## config.mk

```make
export PLATFORM = sky130hd
export DESIGN_NAME = fpu_operand_loader
export DESIGN_NICKNAME = d
export VERILOG_FILES = /design/src/rtl/fpu_operand_loader.sv
export SDC_FILE = /design/constraint.sdc
export NUM_CORES = 1
export LEC_CHECK = 0
export CAP_MARGIN = 25
export CORE_MARGIN = 1
export CORE_UTILIZATION = 49
export CTS_BUF_LIST = sky130_fd_sc_hd__clkbuf_4 sky130_fd_sc_hd__clkbuf_8
export CTS_CLUSTER_SIZE = 40
export DETAILED_ROUTE_END_ITERATION = 7
export PLACE_DENSITY_LB_ADDON = 0.2
export SYNTH_ARGS = -nofsm -noshare
export SYNTH_HDL_FRONTEND = slang
export SYNTH_SLANG_ARGS = --single-unit
```

## constraint.sdc

```tcl
create_clock -name clock100KHz -period 1.6 [get_ports clock100KHz]
set_input_delay 0.32 -clock clock100KHz [delete_from_list [all_inputs] [get_ports clock100KHz]]
set_output_delay 0.32 -clock clock100KHz [all_outputs]
set_load 0.02 [all_outputs]
```

## src/rtl/fpu_operand_loader.sv

```systemverilog
// Byte-serial loader that assembles FPU operands A and B, commits them as a pair and freezes them for HOLD_CYCLES.
// Optional trailing XOR checksum byte is compiled in with OPERAND_CHECKSUM_EN.
module fpu_operand_loader #(
  parameter int HOLD_CYCLES = 64
) (
  input  logic        clock100KHz,
  input  logic        reset,
  input  logic [7:0]  byte_in,
  input  logic        byte_valid,
  output logic        byte_ready,
  output logic [31:0] op_A_out,
  output logic [31:0] op_B_out,
  output logic        ops_valid,
  output logic        busy,
  output logic [7:0]  pair_count,
  output logic        chk_err
);

  // A byte moves only on an edge where byte_valid and byte_ready are both high;
  // the producer holds byte_in stable while byte_valid is high and not yet accepted.
  typedef enum logic [1:0] {
    LOAD_A = 2'd0,
    LOAD_B = 2'd1,
`ifdef OPERAND_CHECKSUM_EN
    CHECK  = 2'd2,
`endif
    HOLD   = 2'd3
  } state_t;

  state_t      state;
  state_t      next_state;
  logic [1:0]  byte_cnt;
  logic [31:0] shadow_a;
  logic [7:0]  hold_cnt;
  logic        xfer;
  logic        commit;

`ifdef OPERAND_CHECKSUM_EN
  logic [31:0] shadow_b;
  logic [7:0]  csum;
  logic        chk_fail;
  logic        chk_err_r;
`else
  // The final B byte is taken straight from byte_in at commit, so only three bytes are stored.
  logic [23:0] shadow_b;
`endif

  assign byte_ready = (state != HOLD);
  assign busy       = (state == HOLD);
  assign xfer       = byte_valid && byte_ready;

  always_ff @(posedge clock100KHz) begin
    if (reset) state <= LOAD_A;
    else       state <= next_state;
  end

  always_comb begin
    next_state = state;
    commit     = 1'b0;
`ifdef OPERAND_CHECKSUM_EN
    chk_fail   = 1'b0;
`endif
    case (state)
      LOAD_A: if (xfer && byte_cnt == 2'd3) next_state = LOAD_B;
      LOAD_B: begin
        if (xfer && byte_cnt == 2'd3) begin
`ifdef OPERAND_CHECKSUM_EN
          next_state = CHECK;
`else
          next_state = HOLD;
          commit     = 1'b1;
`endif
        end
      end
`ifdef OPERAND_CHECKSUM_EN
      CHECK: begin
        if (xfer) begin
          if (byte_in == csum) begin
            next_state = HOLD;
            commit     = 1'b1;
          end else begin
            next_state = LOAD_A;
            chk_fail   = 1'b1;
          end
        end
      end
`endif
      HOLD:    if (hold_cnt <= 8'd1) next_state = LOAD_A;
      default: next_state = LOAD_A;
    endcase
  end

  always_ff @(posedge clock100KHz) begin
    if (reset) begin
      byte_cnt   <= 2'd0;
      shadow_a   <= '0;
      shadow_b   <= '0;
      op_A_out   <= '0;
      op_B_out   <= '0;
      ops_valid  <= 1'b0;
      pair_count <= 8'd0;
      hold_cnt   <= 8'd0;
`ifdef OPERAND_CHECKSUM_EN
      csum       <= 8'd0;
      chk_err_r  <= 1'b0;
`endif
    end else begin
      ops_valid <= commit;
      if (xfer && (state == LOAD_A || state == LOAD_B)) byte_cnt <= byte_cnt + 2'd1;
      if (xfer && state == LOAD_A) shadow_a <= {shadow_a[23:0], byte_in};
`ifdef OPERAND_CHECKSUM_EN
      chk_err_r <= chk_fail;
      if (xfer && state == LOAD_B) shadow_b <= {shadow_b[23:0], byte_in};
      // Running XOR restarts after every checksum byte, good or bad.
      if (xfer && (state == LOAD_A || state == LOAD_B)) csum <= csum ^ byte_in;
      else if (xfer && state == CHECK) csum <= 8'd0;
`else
      if (xfer && state == LOAD_B) shadow_b <= {shadow_b[15:0], byte_in};
`endif
      if (commit) begin
        op_A_out   <= shadow_a;
`ifdef OPERAND_CHECKSUM_EN
        op_B_out   <= shadow_b;
`else
        op_B_out   <= {shadow_b, byte_in};
`endif
        pair_count <= pair_count + 8'd1;
        hold_cnt   <= 8'(HOLD_CYCLES);
      end else if (state == HOLD && hold_cnt != 8'd0) begin
        hold_cnt <= hold_cnt - 8'd1;
      end
    end
  end

`ifdef OPERAND_CHECKSUM_EN
  assign chk_err = chk_err_r;
`else
  assign chk_err = 1'b0;
`endif

endmodule

```

==> results.toml <==
[yosys]
ys_types = 38
yosysWarnings = 0
synth.area.top_cells = "dfxtp_1, nand2_1, a21oi_1, clkbuf_1, nor2_1"
avgSynthCellArea_um2 = 8.02
netlist.area_leader.share_pct = 55.6
synth_top_area_cell = "dfxtp_1"
synthCells = 633
synth_area_mm2 = 0.00508
seq_area_frac_synth_pct = 55.6
syn_nets = 649
ys_ff_latch = 141

[placed_design]
dp.cells = 843
place_area_mm2 = 0.00631
gp_congestion = 0.801
port_buffers = 85
pre_cts_ws_ns = -0.252
dp_hpwl_um = 7970

[sta]
timing.fmax_mhz = 597
worstMarginPinSlew_ns = 0.542
setup_violations = 6
post-route-min-period_ns = 1.68
finClkSkew_ns = 0.0108
maxSlewViolCount = 0
setup_ws_ns = -0.0762
finalHoldViolations = 0
slew-limit-headroom_pct = 63.9
rsz0062_at_grt = "yes"
period_share_pct = 105

[floorplan]
ioPinCount = 87
floorplan.die_area_mm2 = 0.0108
initial_core_util_pct = 51.2
die_w_um = 104
rows = 36
core_area_mm2 = 0.00991
die_h_um = 104

[drt]
antenna_left = 0
vias = 4486
detail_route.iter0.violations = 240
avgViaCountPerCell = 5.10
wire_per_inst_um = 13.4
wl_um = 11800
first_pass_iters = 4
drc = 0

[cells_and_area]
nets = 750
insertedDiodeCount = 0
post-route-util_pct = 68.2
drive_gt1_share_pct = 12.6
final_area_mm2 = 0.00676
area_growth_pct = 33.2
fin_cells = 879

[hold_path]
hold_path.class = "input port to flop"
holdPathEnd = "hold_cnt[5]$_SDFFE_PP0P_"
min_from = "reset"
holdPathStages = 3

[grt]
grt_pass1_vias = 4164
grt.total_usage_pct = 22.2
grt_max_degree = 79
gr-total-overflow = 0
grt_pass1_wl_um = 19500
antenna_found_initial = 0

[critical_path]
worstReg2RegStart = "hold_cnt[5]$_SDFFE_PP0P_"
arrival_ns = 2.00
crit_type = "flop to flop"
r2r_cells = 3
start_kind = "flop"
reg2reg_to = "hold_cnt[7]$_SDFFE_PP0P_"
crit_fanout = 4
critPathMaxStageDelay_ns = 0.58
end_kind = "flop"
rrSetupSlack_ns = -0.08
cpMostUsedCell = "or4_4"
required_ns = 1.92
crit_chain = "or4_4 > or4_4 > a31o_1"
slowest_stage = "or4_4"

[power]
p_leak_nw = 2.71
p_per_area_mw_per_mm2 = 1040
peakVddDrop_v = 0.000635

[clock_network]
cts_tree = "built"
cts-root-buf = "clkbuf_8"
cts_buffer_depth = 2
numCtsBuffers = 17
clock_latency_ns = 0.43
cts_sinks = 141
clkTransAtPathRegs_ns = 0.08
cts-hold-fix-buffers = 0
cts_max_level = 4

[status]
violations = "negative setup slack"
status = "finished, violations left"

[flow_run]
cap_violations = 0
==> kinds of logic (layout without fill, tap and decap cells) <==
logic type	after synthesis	count (layout)	synth area share, %
other	1	1	0.0739
XOR/XNOR	9	9	1.55
AO/OA/AOI/OAI	135	135	14.0
adder cells (fa/ha/maj)	5	5	1.23
multiplexers	2	2	0.394
AND/OR/NAND/NOR	292	292	23.5
flip-flops	141	141	55.6
buffers and inverters	48	161	3.67
==> how the worst max path moves through the flow <==
stage | from | end | slack (ns) | cells past startpoint
2_1_floorplan | hold_cnt[5]$_SDFFE_PP0P_ | hold_cnt[7]$_SDFFE_PP0P_ | -0.02 | 3
3_3_place_gp | byte_valid | op_B_out[31]$_SDFFE_PP0P_ | -0.24 | 6
3_5_place_dp | byte_valid | pair_count[7]$_SDFFE_PP0P_ | -0.25 | 5
4_1_cts | hold_cnt[4]$_SDFFE_PP0P_ | hold_cnt[7]$_SDFFE_PP0P_ | -0.07 | 3
5_1_grt | hold_cnt[0]$_SDFFE_PP0P_ | hold_cnt[6]$_SDFFE_PP0P_ | -0.11 | 6
6_report | hold_cnt[5]$_SDFFE_PP0P_ | hold_cnt[7]$_SDFFE_PP0P_ | -0.08 | 3
==> synth_stat cells <==
library cell / n
nand2_1: 246
dfxtp_1: 141
a21oi_1: 124
clkbuf_1: 37
nor2_1: 17
xnor2_1: 6
ha_1: 5
inv_1: 5
a211oi_1: 3
buf_1: 3
nand2b_1: 3
nand4_1: 3
nor4_1: 3
or2_2: 3
xor2_1: 3
buf_2: 2
mux2i_1: 2
nand3_1: 2
nor2b_1: 2
nor3_1: 2
or3_1: 2
or4_1: 2
or4_4: 2
a311oi_1: 1
a31o_1: 1
and4_1: 1
and4b_1: 1
buf_4: 1
conb_1: 1
nand4b_1: 1
nor4_2: 1
o211ai_1: 1
o21a_1: 1
o21ai_0: 1
o31a_1: 1
o31ai_1: 1
o31ai_2: 1
or3b_2: 1
==> metrics by stage <==
step                      setup TNS (ns)  total power, W  hold WS (ns)
after floorplan                  -0.0222         0.00375         0.432
after global placement            -26.08         0.00384         0.444
after detailed placement          -27.22         0.00384         0.447
after CTS                         -0.107         0.00704         0.207
after global routing              -0.657         0.00721         0.217
final                             -0.173         0.00700         0.216
==> metal layers <==
layer / wire length, um / share of wire, % / vias to the layer above / track usage [%]
met2: 5660 / 48 / 115 / 37.0
met3: 445 / 3.8 / 16 / 4.28
li1: - / - / 2267 / -
met1: 5530 / 47 / 2088 / 28.9
met5: 0 / 0 / - / 0
met4: 144 / 1.2 / 0 / 7.45
==> power by group <==
part | switching, W | internal, W | leakage [nW]
Sequential | 0.0000235 | 0.00354 | 1.14
Clock | 0.00136 | 0.00188 | 0.215
Combinational | 0.000131 | 0.0000769 | 1.35
==> critical path: cells and delay by family (launching register included) <==
family,cells,cell delay [ns]
AOI/OAI and AO/OA,1,0.23
DFF,1,0.33
and+or+nand+nor,2,1.02
==> cell usage in the layout, fill, tap and decap left out, drive strengths merged, types with 6 or more instances in the layout <==
master | Yosys | routed
nand2 | 246 | 246
dfxtp | 141 | 141
a21oi | 124 | 124
dlygate4sd2 | 0 | 74
buf | 6 | 41
clkbuf | 37 | 19
nor2 | 17 | 17
clkdlybuf4s50 | 0 | 9
inv | 5 | 7
xnor2 | 6 | 6
==> sequential cells by signal, indices dropped and copies added, names as in the netlist <==
register,cells
byte_cnt,2
state,2
shadow_b,24
op_A_out,32
op_B_out,32
hold_cnt,8
pair_count,8
shadow_a,32
ops_valid,1
==> final cells by class <==
| class | count | area [um2] |
|---|---|---|
| sequential | 141 | 2830 |
| tap | 133 | 166 |
| multi-input combinational | 444 | 2130 |
| fill | 858 | 3150 |
| clock inverter | 13 | 215 |
| timing repair buffer | 125 | 1160 |
| inverter | 5 | 18.8 |
| clock buffer | 18 | 241 |
==> timing repair <==
action | in CTS | in global routing
setup buffers | 1 | 4
setup endpoints to repair | 81 | 52
pin swaps | 7 | 7
gates resized for setup | 84 | 7
No activity file was read; power rests on OpenSTA's default activity.
